===== config.mk =====
export PLATFORM = sky130hd
export DESIGN_NAME = mc_controller_hs
export DESIGN_NICKNAME = d
export VERILOG_FILES = /design/src/rtl/mc_ctrl_pkg.sv /design/src/rtl/mc_wait_timer.sv /design/src/rtl/mc_controller_hs.sv
export SDC_FILE = /design/constraint.sdc
export NUM_CORES = 1
export LEC_CHECK = 0
export CORE_MARGIN = 4
export CORE_UTILIZATION = 31
export DETAILED_ROUTE_END_ITERATION = 10
export GPL_ROUTABILITY_DRIVEN = 0
export PLACE_DENSITY_LB_ADDON = 0.1
export SYNTH_ARGS = -nofsm -noshare
export SYNTH_HDL_FRONTEND = slang
export SYNTH_HIERARCHICAL = 1
export SYNTH_SLANG_ARGS = --single-unit

===== constraint.sdc =====
create_clock -name clock -period 5.4 [get_ports clock]
set_clock_uncertainty 0.2 [all_clocks]
set_input_delay 1.08 -clock clock [delete_from_list [all_inputs] [get_ports clock]]
set_output_delay 1.08 -clock clock [all_outputs]
set_load 0.005 [all_outputs]

===== src/rtl/mc_ctrl_pkg.sv =====
// Shared encodings for the multicycle controller: opcodes, FSM states and datapath select codes.
package mc_ctrl_pkg;

  localparam logic [2:0] OP_RTYPE = 3'd0;
  localparam logic [2:0] OP_ADDI  = 3'd1;
  localparam logic [2:0] OP_LW    = 3'd2;
  localparam logic [2:0] OP_SW    = 3'd3;
  localparam logic [2:0] OP_BEQ   = 3'd4;
  localparam logic [2:0] OP_BNE   = 3'd5;
  localparam logic [2:0] OP_J     = 3'd6;
  localparam logic [2:0] OP_HALT  = 3'd7;

  localparam logic [3:0] S_IDLE     = 4'd0;
  localparam logic [3:0] S_FETCH    = 4'd1;
  localparam logic [3:0] S_DECODE   = 4'd2;
  localparam logic [3:0] S_MEM_ADDR = 4'd3;
  localparam logic [3:0] S_MEM_RD   = 4'd4;
  localparam logic [3:0] S_MEM_WR   = 4'd5;
  localparam logic [3:0] S_WB_MEM   = 4'd6;
  localparam logic [3:0] S_EXEC_R   = 4'd7;
  localparam logic [3:0] S_EXEC_I   = 4'd8;
  localparam logic [3:0] S_WB_ALU   = 4'd9;
  localparam logic [3:0] S_BRANCH   = 4'd10;
  localparam logic [3:0] S_JUMP     = 4'd11;
  localparam logic [3:0] S_HALT     = 4'd12;
  localparam logic [3:0] S_ERR      = 4'd15;

  localparam logic [1:0] ASB_REGB   = 2'b00;
  localparam logic [1:0] ASB_FOUR   = 2'b01;
  localparam logic [1:0] ASB_IMM    = 2'b10;
  localparam logic [1:0] ASB_IMM_SH = 2'b11;

  localparam logic [1:0] ALU_ADD   = 2'b00;
  localparam logic [1:0] ALU_SUB   = 2'b01;
  localparam logic [1:0] ALU_FUNCT = 2'b10;

  localparam logic [1:0] PC_ALU    = 2'b00;
  localparam logic [1:0] PC_ALUOUT = 2'b01;
  localparam logic [1:0] PC_JUMP   = 2'b10;

  // States that own an outstanding memory request.
  function automatic logic is_mem_state(input logic [3:0] s);
    return (s == S_FETCH) || (s == S_MEM_RD) || (s == S_MEM_WR);
  endfunction

  // States in which a stall request freezes the FSM.
  function automatic logic is_stallable(input logic [3:0] s);
    return (s == S_DECODE) || (s == S_MEM_ADDR) || (s == S_EXEC_R) || (s == S_EXEC_I) ||
           (s == S_WB_ALU) || (s == S_WB_MEM) || (s == S_BRANCH) || (s == S_JUMP);
  endfunction

endpackage


===== src/rtl/mc_wait_timer.sv =====
// Counts consecutive memory wait cycles and flags a timeout on the last permitted one.
module mc_wait_timer #(
  parameter int TIMEOUT = 15
) (
  input  logic clk,
  input  logic rst,
  input  logic wait_i,
  output logic timeout_o
);
  import mc_ctrl_pkg::*;

  localparam int CW = (TIMEOUT > 0) ? $clog2(TIMEOUT + 1) : 1;

  logic [CW-1:0] cnt_q, cnt_d;

  assign timeout_o = (TIMEOUT != 0) && wait_i && (cnt_q == CW'(TIMEOUT));

  // Any cycle that is not a stalled wait (ready, timeout, other state) restarts the count.
  always_comb begin
    cnt_d = '0;
    if ((TIMEOUT != 0) && wait_i && !timeout_o)
      cnt_d = cnt_q + CW'(1);
  end

  always_ff @(posedge clk or posedge rst) begin
    if (rst) cnt_q <= '0;
    else     cnt_q <= cnt_d;
  end

endmodule


===== src/rtl/mc_controller_hs.sv =====
// Multicycle CPU control FSM with memory handshake/timeout, stall, branch evaluation, halt and trap.
module mc_controller_hs #(
  parameter int OPC_W         = 4,
  parameter int MEM_HANDSHAKE = 1,
  parameter int TIMEOUT       = 15,
  parameter int ILLEGAL_TRAP  = 1
) (
  input  logic             clock,
  input  logic             reset,
  input  logic [OPC_W-1:0] opcode,
  input  logic             zero,
  input  logic             mem_ready,
  input  logic             stall,
  input  logic             resume,
  output logic             mem_req,
  output logic             mem_we,
  output logic             iord,
  output logic             ir_write,
  output logic             pc_write,
  output logic [1:0]       pc_src,
  output logic             reg_write,
  output logic             reg_dst,
  output logic             wb_sel,
  output logic             alu_src_a,
  output logic [1:0]       alu_src_b,
  output logic [1:0]       alu_op,
  output logic [3:0]       state_o,
  output logic             busy,
  output logic             error
);
  import mc_ctrl_pkg::*;

  logic [3:0] state_q, state_d;
  logic       rdy, tmo, hold;
  logic       op_legal;
  logic [2:0] op3;

  assign rdy      = (MEM_HANDSHAKE != 0) ? mem_ready : 1'b1;
  assign op3      = opcode[2:0];
  // All eight low codes are defined; anything with upper bits set is undefined.
  assign op_legal = ((opcode >> 3) == '0);
  assign hold     = stall && is_stallable(state_q);

  mc_wait_timer #(.TIMEOUT(TIMEOUT)) u_timer (
    .clk       (clock),
    .rst       (reset),
    .wait_i    (is_mem_state(state_q) && !rdy),
    .timeout_o (tmo)
  );

  always_comb begin
    state_d = state_q;
    case (state_q)
      S_IDLE:   state_d = S_FETCH;
      S_FETCH:  if (rdy) state_d = S_DECODE; else if (tmo) state_d = S_ERR;
      S_DECODE: begin
        if (!op_legal) state_d = (ILLEGAL_TRAP != 0) ? S_ERR : S_FETCH;
        else case (op3)
          OP_RTYPE:      state_d = S_EXEC_R;
          OP_ADDI:       state_d = S_EXEC_I;
          OP_LW, OP_SW:  state_d = S_MEM_ADDR;
          OP_BEQ, OP_BNE: state_d = S_BRANCH;
          OP_J:          state_d = S_JUMP;
          default:       state_d = S_HALT;
        endcase
      end
      S_MEM_ADDR: state_d = (op_legal && op3 == OP_SW) ? S_MEM_WR :
                            (op_legal && op3 == OP_LW) ? S_MEM_RD : S_FETCH;
      S_MEM_RD: if (rdy) state_d = S_WB_MEM; else if (tmo) state_d = S_ERR;
      S_MEM_WR: if (rdy) state_d = S_FETCH;  else if (tmo) state_d = S_ERR;
      S_WB_MEM, S_WB_ALU, S_BRANCH, S_JUMP: state_d = S_FETCH;
      S_EXEC_R, S_EXEC_I: state_d = S_WB_ALU;
      S_HALT:   if (resume) state_d = S_FETCH;
      S_ERR:    state_d = S_ERR;
      default:  state_d = S_ERR;
    endcase
    if (hold) state_d = state_q;
  end

  always_comb begin
    mem_req   = 1'b0;
    mem_we    = 1'b0;
    iord      = 1'b0;
    ir_write  = 1'b0;
    pc_write  = 1'b0;
    pc_src    = PC_ALU;
    reg_write = 1'b0;
    reg_dst   = 1'b0;
    wb_sel    = 1'b0;
    alu_src_a = 1'b0;
    alu_src_b = ASB_REGB;
    alu_op    = ALU_ADD;
    case (state_q)
      S_FETCH: begin
        mem_req   = 1'b1;
        alu_src_b = ASB_FOUR;
        ir_write  = rdy;
        pc_write  = rdy;
      end
      S_DECODE:   alu_src_b = ASB_IMM_SH;
      S_MEM_ADDR: begin alu_src_a = 1'b1; alu_src_b = ASB_IMM; end
      S_MEM_RD:   begin mem_req = 1'b1; iord = 1'b1; end
      S_MEM_WR:   begin mem_req = 1'b1; mem_we = 1'b1; iord = 1'b1; end
      S_WB_MEM:   begin reg_write = 1'b1; wb_sel = 1'b1; end
      S_EXEC_R:   begin alu_src_a = 1'b1; alu_op = ALU_FUNCT; end
      S_EXEC_I:   begin alu_src_a = 1'b1; alu_src_b = ASB_IMM; end
      S_WB_ALU: begin
        reg_write = 1'b1;
        reg_dst   = op_legal && (op3 == OP_RTYPE);
      end
      S_BRANCH: begin
        alu_src_a = 1'b1;
        alu_op    = ALU_SUB;
        pc_src    = PC_ALUOUT;
        pc_write  = op_legal && (((op3 == OP_BEQ) && zero) || ((op3 == OP_BNE) && !zero));
      end
      S_JUMP:   begin pc_src = PC_JUMP; pc_write = 1'b1; end
      default: ;
    endcase
    // Stall freezes architectural updates but keeps the selects steady.
    if (hold) begin
      pc_write  = 1'b0;
      ir_write  = 1'b0;
      reg_write = 1'b0;
    end
  end

  assign state_o = state_q;
  assign busy    = !((state_q == S_IDLE) || (state_q == S_HALT) || (state_q == S_ERR));
  assign error   = (state_q == S_ERR);

  always_ff @(posedge clock or posedge reset) begin
    if (reset) state_q <= S_IDLE;
    else       state_q <= state_d;
  end

endmodule


== Yosys cells after proc, flatten, opt, wreduce, memory -nomap -nowiden ==
Index checks and enable logic that the tools add are counted.

* Reduce and logical (&&, ||, !) cells: 39
* Bitwise operators: 1
* Muxes and demuxes: 26
* Add/sub/neg operators: 1
* Equality and inequality tests: 21

{| class="wikitable"
|+ Operator list
! kind !! number
|-
| case mux 4 bit (8 select lines) || 1
|-
| == test 4 bit (second input constant) || 7
|-
| 2-to-1 mux 4 bit || 7
|-
| case mux 4 bit (5 select lines) || 1
|-
| == test 4 x 3 -> 1 bit (second input constant) || 4
|-
| logical OR 1 bit || 12
|-
| OR reduction 2 bit || 6
|-
| 2-to-1 mux 1 bit || 11
|-
| logical AND 1 bit || 10
|-
| == test 3 bit (second input constant) || 3
|-
| == test 4 x 2 -> 1 bit (second input constant) || 2
|-
| zero test 4 bit || 2
|-
| case mux 2 bit (2 select lines) || 2
|-
| == test 3 x 2 -> 1 bit (second input constant) || 2
|-
| 2-to-1 mux 3 bit || 2
|-
| case mux 2 bit (3 select lines) || 1
|-
| OR reduction 5 bit || 1
|-
| adder 4 x 1 -> 4 bit (second input constant) || 1
|-
| == test 4 x 1 -> 1 bit (second input constant) || 1
|-
| zero test 1 bit || 4
|-
| OR reduction 4 bit || 1
|-
| == test 3 x 1 -> 1 bit (second input constant) || 1
|-
| zero test 3 bit || 1
|-
| case mux 1 bit (3 select lines) || 1
|-
| other kinds (4) || 4
|}

* Input port bits: 10
* Flip-flop bits (word level): 8
* Output and inout bits: 21

== Depth between registers and ports, before layout ==
Gate-level depths: netlist (run 1).

* Word-level depth: 11
* Gate-level depth with buffers: 11
* Gate-level depth less buffers: 9

== Cells and area by module ==
Netlist (run 1), hierarchy kept.

{| class="wikitable"
|+ By module, submodules not included
! module !! cells each !! times used !! area each (µm²)
|-
| mc_controller_hs || 103 || 1 || 726.9
|-
| mc_wait_timer || 16 || 1 || 177.7
|}

== Worst setup path after synthesis (run 1) ==
No wires, ideal clock.

* Path kind: input to output
* Start: input port opcode[1]
* End: output port pc_write
* Arrival: 1766 ps
* Stages on the path: 4
* Buffers on the path: 1
* Data required time: 4120 ps
* Setup slack: 2354 ps
* Path through: clkbuf_2 -> nor3_1 -> a31o_2 -> a31o_2

* Longest elaborated chain between the ends: 6
* Elaborated cells between the ends (all ways): 8
* Classes of those cells: eq/ne: 2; mux: 2; reduce/logical: 4

{| class="wikitable"
|+ Ends and longest elaborated chain
! element !! line !! text
|-
| start, declared || mc_controller_hs.sv:10 || <nowiki>input logic [OPC_W-1:0] opcode,</nowiki>
|-
| == test 3 bit || mc_controller_hs.sv:115 || <nowiki>pc_write = op_legal && (((op3 == OP_BEQ) && zero) || ((op3 == OP_BNE) && !zero));</nowiki>
|-
| logical AND 1 bit || mc_controller_hs.sv:115 ||
|-
| logical OR 1 bit * || mc_controller_hs.sv:115 ||
|-
| logical AND 1 bit * || mc_controller_hs.sv:115 ||
|-
| case mux 1 bit (3 select lines) * || mc_controller_hs.sv:93 || <nowiki>case (state_q)</nowiki>
|-
| 2-to-1 mux 1 bit * || mc_controller_hs.sv:121 || <nowiki>if (hold) begin</nowiki>
|-
| end, declared || mc_controller_hs.sv:19 || <nowiki>output logic pc_write,</nowiki>
|}

Mark *: on every way between the ends. The rest lies on a longest branch, timed or not.

== Worst setup path after layout (run 1) ==
Ends and elaborated chain as after synthesis.

==> results.toml, run 1 <==
[timing]
finalSetupViolations = 0
tns_ns = 0
drv_slew = 0
fmax_ghz = 0.250
min_period_ns = 4.01
rsz0062_at_grt = "no"
period_share = 0.742
relSlewSlack = 0.587
worst_pin_slew_ns = 0.604
hold_violations = 0

[global_route]
grt_util_all_layers = 0.140
grt_pass1_vias = 885
antenna_found_initial = 0
grt_overflow = 0
grt_start_max_net_pins = 22
grt_pass1_wl_microns = 3960

[synthesis]
ys_top_cells_by_area = "dfrtp_1 (22%), nor2_1 (8.3%), a21oi_1 (5.0%)"
ys.flop_type = "dfrtp_1"
ys_seq_area_frac = 0.221
synth_warnings = 6
ys_top_cells_by_count = "nor2_1 (20), a21oi_1 (9), inv_1 (9), dfrtp_1 (8), nand2_1 (8)"
syn_avg_cell_area_sq_um = 7.60
synth_top_area_frac = 0.221
yosys.area.top_type = "dfrtp_1"
syn-num-nets = 130
syn-instance-count = 119
ys_async_sr_fraction = 1.00
netlist_area_sq_um = 905
yosys_register_bits = 8
synth.most_common_cell = "nor2_1"
yosys.cell_types.count = 43
synth-edff-count = 0

[floorplan]
start_util = 0.325
die_w_microns = 62.0
fp-row-count = 19
ios = 31
die-height_microns = 62.0
fp.dieArea_sq_um = 3850
design.core.area_sq_um = 2780

[drt]
drt_wl_total_microns = 2440
vias = 950
post_drt_via_cell_ratio = 5.43
antenna_left = 0
routedWlPerCell_microns = 14.0
dr.pass1.iters = 4
drc_errors = 0
drtIter0Drc = 24

[layout]
n_antenna_cell = 0
nets = 157
fin_area_sq_um = 1180
drive_gt1_frac = 0.0833
synthToLayoutAreaGrowth_pct = 30.6

[power_and_ir_drop]
power_density_nw_per_um2 = 462
irDropWorstVdd_mv = 0.276
p_leak_nw = 0.467

[worst_hold_path]
hold_end = "u_timer/cnt_q[0]"
min_path_cells = 1
hold_class = "flip-flop to flip-flop"
hp-start = "u_timer/cnt_q[0]"

[setup_path]
slowest_delay_ns = 0.63
cp_data_required_time_ns = 4.12
r2r_start = "state_o[3]"
path_buf_inv = 2
cp_max_fo = 9
r2r_end = "state_o[2]"
critPathKind = "input pin to output pin"
crit_chain = "clkdlybuf4s50_1 -> nor3_1 -> a31o_2 -> a31o_2 -> clkdlybuf4s50_1"
arrival_ns = 2.73
critical_path.top_delay_family = "buffers and inverters"
slowest_stage = "clkdlybuf4s50_1"
start_kind = "input pin"
worstRegToRegCells = 9
cp-end-kind = "output pin"
ff2ff_setup_slack_ns = 2.80

[cts]
cts_resized = 0
cts.path.max_buffers = 2
clk_transition_reported_paths_ns = 0.05
h-tree-depth = 1
insertion_delay_ns = 0.25
cts_tree = "yes"
cts_hold_buf = 0
cts-root-buf = "clkbuf_4"
clock_sinks = 8
post-cts-setup-buffer-count = 0
numCtsBuffers = 3

[run]
maxCapViolations = 0

[place]
postPlaceCellArea_sq_um = 1160
port_buffers = 30
dpl.hpwl_microns = 1970

[status]
status = "finished, final reports clean"
-- through the flow --
step	utilization	power, mW	setup WS (ns)	hold slack (ns)	cells
6_report	0.425	0.546	1.39	0.300	175
5_1_grt	0.425	0.601	1.28	0.312	175
4_1_cts	0.425	0.553	1.38	0.303	175
3_5_place_dp	0.417	0.505	1.38	0.297	172
3_3_place_gp	0.417	0.512	1.40	0.277	172
2_1_floorplan	-	0.378	2.35	0.259	119
-- flip-flops by register name (all words and copies together) (netlist names) --
signal,cells
state_o,4
u_timer/cnt_q,4
-- placed cells by master, fill, tap and decap left out, types with 2 or more instances in the layout --
cell	count
and3_1	2
a31oi_1	3
xor2_1	2
nor2_1	20
a31o_2	2
clkbuf_4	3
nand2b_1	3
a21oi_1	9
clkdlybuf4s50_1	30
dfrtp_1	8
o31a_1	2
o21ai_0	4
o22ai_1	2
inv_1	9
a32oi_1	2
nand2_1	8
a21boi_0	2
o31ai_1	2
or3_1	2
nor3_1	5
a311oi_1	4
-- report_power, final --
group	switching, mW	leakage (nW)	internal (mW)
Clock	0.0190	0.0138	0.0253
Sequential	0.0720	0.103	0.0775
Combinational	0.166	0.350	0.185
Total	0.258	0.467	0.288
-- area by class of cell --
class                           instances  area [sq um]
Clock buffer                            3          22.5
Fill cell                             272          1600
Inverter                               10          37.5
Multi-Input combinational cell         93           582
Sequential cell                         8           200
Tap cell                               31          38.8
Timing Repair Buffer                   30           300
-- worst max-delay path by stage --
stage / from / endpoint / slack, ns / cells past startpoint
floorplan: opcode[1] / pc_write / 2.35 / 4
global placement: opcode[1] / pc_write / 1.40 / 5
detailed placement: opcode[1] / pc_write / 1.38 / 5
CTS: opcode[1] / pc_write / 1.38 / 5
global route: opcode[2] / pc_write / 1.28 / 6
finish: opcode[1] / pc_write / 1.39 / 5
-- worst reg2reg max path, stage by stage, from the launching register on --
cell       delay [ns]
dfrtp_1          0.61
nor2_1           0.22
o21ai_0          0.15
nor2_1           0.15
inv_1            0.10
nor2_1           0.15
a21oi_1          0.08
a2111oi_0        0.60
a311oi_1         0.11
a21oi_1          0.16
-- metal layers --
| metal | track usage | wire (microns) |
|---|---|---|
| met5 | 0 | 0 |
| met4 | 0.0485 | 23 |
| met3 | 0.0475 | 127 |
| met2 | 0.219 | 1210 |
| met1 | 0.178 | 1080 |
-- logic make-up after synthesis --
group,Yosys count,share of synthesized area
flops,8,0.221
fa+ha+maj,1,0.0138
buf+inv,18,0.136
compound gates,39,0.331
simple gates,50,0.270
xor+xnor,3,0.0291
(Power assumes the default switching activity.)
==> inputs of run 2 (changes only) <==
- clock period: 5.4 -> 3.84 ns (I/O delays scaled with it)
==> results.toml, run 2 (synthesized netlist as in run 1, its figures left out) <==
[drt]
drt_wl_total_microns = 2520
drtIter0Drc = 28
vias = 977
routedWlPerCell_microns = 14.3
antenna_left = 0
drc_errors = 0
post_drt_via_cell_ratio = 5.55
dr.pass1.iters = 4

[setup_path]
slowest_stage = "clkdlybuf4s50_1"
slowest_delay_ns = 0.63
ff2ff_setup_slack_ns = 1.24
critPathKind = "input pin to output pin"
critical_path.top_delay_family = "buffers and inverters"
cp_data_required_time_ns = 2.87
crit_chain = "clkdlybuf4s50_1 -> nor3_1 -> a31o_2 -> a31o_2 -> clkdlybuf4s50_1"
r2r_end = "state_o[2]"
cp_max_fo = 9
r2r_start = "state_o[2]"
arrival_ns = 2.42
worstRegToRegCells = 8
cp-end-kind = "output pin"
start_kind = "input pin"
path_buf_inv = 2

[layout]
fillers = 288
final_core_utilization = 0.427
n_antenna_cell = 0
final_cell_mix = "clkdlybuf4s50_1 (30), nor2_1 (20), a21oi_1 (9), inv_1 (9)"
regArea_sq_um = 200
final_common_cell = "clkdlybuf4s50_1"
nets = 158
drive_gt1_frac = 0.0897
multi_input_area_sq_um = 582
synthToLayoutAreaGrowth_pct = 31.4

[timing]
finalSetupViolations = 0
worst_slack_ns = 0.451
tns_ns = 0
worst_pin_slew_ns = 0.605
period_share = 0.882
hold_violations = 0
fmax_ghz = 0.295
rsz0062_at_grt = "no"
relSlewSlack = 0.586
min_period_ns = 3.39
drv_slew = 0

[power_and_ir_drop]
p_switching_mw = 0.370
p_leak_nw = 0.472
power_density_nw_per_um2 = 658
comb_power_share = 0.666
irDropWorstVdd_mv = 0.456
intPower_mw = 0.412
power_frac_seq = 0.251
pwr-share-clk = 0.082
sw_frac_of_total = 0.474

[cts]
insertion_delay_ns = 0.25
post-cts-setup-buffer-count = 0
cts-root-buf = "clkbuf_4"
cts_tree = "yes"
clk_transition_reported_paths_ns = 0.05
cts_hold_buf = 0
cts.path.max_buffers = 2
clock_sinks = 8
h-tree-depth = 1
cts_resized = 0
numCtsBuffers = 3

[worst_hold_path]
hold_end = "u_timer/cnt_q[0]"
hp-start = "u_timer/cnt_q[0]"
min_path_cells = 1
hold_class = "flip-flop to flip-flop"

[floorplan]
fp.dieArea_sq_um = 3850
design.core.area_sq_um = 2780
start_util = 0.325
die_w_microns = 62.0
fp-row-count = 19
ios = 31
die-height_microns = 62.0

[global_route]
grt_overflow = 0
grt_start_max_net_pins = 19
grt_pass1_wl_microns = 4200
grt_util_all_layers = 0.148
grt_pass1_vias = 947
antenna_found_initial = 0

[status]
status = "finished, final reports clean"

[place]
dpl.hpwl_microns = 1990
place_worst_setup_slack_ns = 0.433
port_buffers = 30

[run]
maxCapViolations = 0
==> run 2: routing by layer <==
layer	track usage	wire length, microns	up-vias
met3	0.0496	115	4
li1	-	-	488
met2	0.232	1270	22
met5	0	0	-
met4	0.0455	23	0
met1	0.192	1110	463
==> run 2: power by group through the flow <==
stage | clock network, mW | logic (mW) | registers, mW
5_1_grt | 0.0720 | 0.579 | 0.209
6_report | 0.0644 | 0.521 | 0.196
2_1_floorplan | 0 | 0.390 | 0.141
4_1_cts | 0.0674 | 0.527 | 0.197
3_3_place_gp | 0 | 0.531 | 0.198
3_5_place_dp | 0 | 0.525 | 0.198
==> run 2: worst max-delay path by stage <==
stage / start / endpoint / slack [ns] / cells after the start
after floorplan: opcode[1] / pc_write / 1.42 / 4
after global placement: opcode[1] / pc_write / 0.46 / 5
after detailed placement: opcode[1] / pc_write / 0.43 / 5
after CTS: opcode[1] / pc_write / 0.43 / 5
after global routing: opcode[3] / reg_dst / 0.35 / 4
final: opcode[1] / pc_write / 0.45 / 5
==> run 2: cell type report <==
| type | instances | area share |
|---|---|---|
| well taps | 31 | 0.0326 |
| inverters | 10 | 0.0316 |
| multi-input cells | 93 | 0.489 |
| repair buffers | 31 | 0.259 |
| flip-flops and latches | 8 | 0.168 |
| clock buffers | 3 | 0.0189 |
==> run 2: worst register-to-register path: stages (launching register included) <==
cell       delay, ns
dfrtp_1         0.69
o21ai_0         0.27
nor2_1          0.16
inv_1           0.10
nor2_1          0.14
a21oi_1         0.08
a2111oi_0       0.60
a311oi_1        0.10
a21oi_1         0.18
==> run 2: metrics by stage <==
step | total power [mW] | hold WS [ns] | std cells | cell area [sq um]
final | 0.782 | 0.299 | 176 | 1190
after detailed placement | 0.723 | 0.291 | 173 | 1170
after CTS | 0.792 | 0.300 | 176 | 1190
after global placement | 0.729 | 0.277 | 173 | 1170
after global routing | 0.860 | 0.318 | 176 | 1190
after floorplan | 0.531 | 0.259 | 119 | 905
==> inputs of run 3 (changes only) <==
- CORE_UTILIZATION: 31 -> 41
==> results.toml, run 3 (synthesized netlist as in run 1, its figures left out) <==
[status]
status = "finished, final reports clean"

[power_and_ir_drop]
power_density_nw_per_um2 = 662
comb_power_share = 0.669
intPower_mw = 0.412
sw_frac_of_total = 0.474
p_switching_mw = 0.372
irDropWorstVdd_mv = 0.596
pwr-share-clk = 0.077
p_leak_nw = 0.472
power_mw = 0.784
power_frac_seq = 0.254

[timing]
relSlewSlack = 0.617
hold_violations = 0
fmax_ghz = 0.296
whs_ns = 0.307
min_period_ns = 3.38
tns_ns = 0
period_share = 0.880
rsz0062_at_grt = "no"
worst_pin_slew_ns = 0.574
worst_slack_ns = 0.462
finalSetupViolations = 0
drv_slew = 0

[layout]
fillers = 204
n_antenna_cell = 0
final_common_cell = "clkdlybuf4s50_1"
multi_input_area_sq_um = 582
stdcell_count = 172
regArea_sq_um = 200
synthToLayoutAreaGrowth_pct = 30.8
final_cell_mix = "clkdlybuf4s50_1 (30), nor2_1 (20), a21oi_1 (9), inv_1 (9)"
drive_gt1_frac = 0.0897
fin_area_sq_um = 1180
final_core_utilization = 0.585
nets = 158

[floorplan]
fp-row-count = 16
ios = 31
die_w_microns = 55.0
die-height_microns = 55.0
fp.dieArea_sq_um = 3020
design.core.area_sq_um = 2020
start_util = 0.447

[drt]
vias = 976
drtIter0Drc = 22
drc_errors = 0
post_drt_via_cell_ratio = 5.67
drt_wl_total_microns = 2440
antenna_left = 0
routedWlPerCell_microns = 14.2
dr.pass1.iters = 5

[place]
port_buffers = 30
place_worst_setup_slack_ns = 0.451
postPlaceCellArea_sq_um = 1160
placedCellCount = 169
dpl.hpwl_microns = 1900

[setup_path]
start_kind = "input pin"
cp_max_fo = 9
path_buf_inv = 2
critical_path.top_delay_family = "buffers and inverters"
arrival_ns = 2.41
cp_data_required_time_ns = 2.87
slowest_stage = "clkdlybuf4s50_1"
critPathKind = "input pin to output pin"
slowest_delay_ns = 0.63
cp-end-kind = "output pin"
crit_chain = "clkdlybuf4s50_1 -> nor3_1 -> a31o_2 -> a31o_2 -> clkdlybuf4s50_1"

[global_route]
grt_start_max_net_pins = 19
grt_pass1_vias = 941
grt_overflow = 0
grt_pass1_wl_microns = 4230
grt_util_all_layers = 0.198
antenna_found_initial = 0

[cts]
cts.path.max_buffers = 2
cts-root-buf = "clkbuf_4"
cts_hold_buf = 0
clock_sinks = 8
insertion_delay_ns = 0.25
clk_transition_reported_paths_ns = 0.05
numCtsBuffers = 3
cts_tree = "yes"
cts_resized = 0
post-cts-setup-buffer-count = 0
h-tree-depth = 1

[run]
maxCapViolations = 0

[worst_hold_path]
hold_class = "flip-flop to flip-flop"
-- run 3: cell counts in the layout (fill, tap and decap cells not counted) --
Identical to the previous run, type by type.
-- run 3: layer usage --
layer  part of all wire  GRT usage  up-vias
met3              0.054     0.0483        2
met1               0.46      0.251      453
met4             0.0057     0.0607        0
met2               0.48      0.329       37
li1                   -          -      484
met5                  0          0        -
-- run 3: layout make-up --
type / count / share of cell area
clock buffer: 3 / 0.0190
inverter: 10 / 0.0317
multi-input combinational: 93 / 0.492
sequential: 8 / 0.169
tap: 27 / 0.0285
timing repair buffer: 31 / 0.260
-- run 3: worst paths after layout --
kind,from,slack (ns),cells past startpoint,endpoint
min,u_timer/cnt_q[0],0.31,1,u_timer/cnt_q[0]
min reg2reg,u_timer/cnt_q[0],0.31,1,u_timer/cnt_q[0]
max,opcode[1],0.46,5,pc_write
min in group asynchronous,reset,0.53,2,u_timer/cnt_q[0]
max in group asynchronous,reset,2.76,2,state_o[0]
max reg2reg,state_o[3],1.21,10,state_o[0]
-- run 3: power groups by stage --
stage | Sequential, mW | Combinational [mW] | Clock (mW)
6_report | 0.199 | 0.525 | 0.0605
2_1_floorplan | 0.141 | 0.390 | 0
3_5_place_dp | 0.198 | 0.522 | 0
5_1_grt | 0.207 | 0.582 | 0.0725
3_3_place_gp | 0.196 | 0.519 | 0
4_1_cts | 0.197 | 0.525 | 0.0651
-- run 3: worst reg2reg max path, delay by kind of cell, from the launching register on --
family / cells / cell delay (ns)
compound gates: 4 / 0.87
simple gates: 4 / 0.64
flops: 1 / 0.49
buf+inv: 2 / 0.34
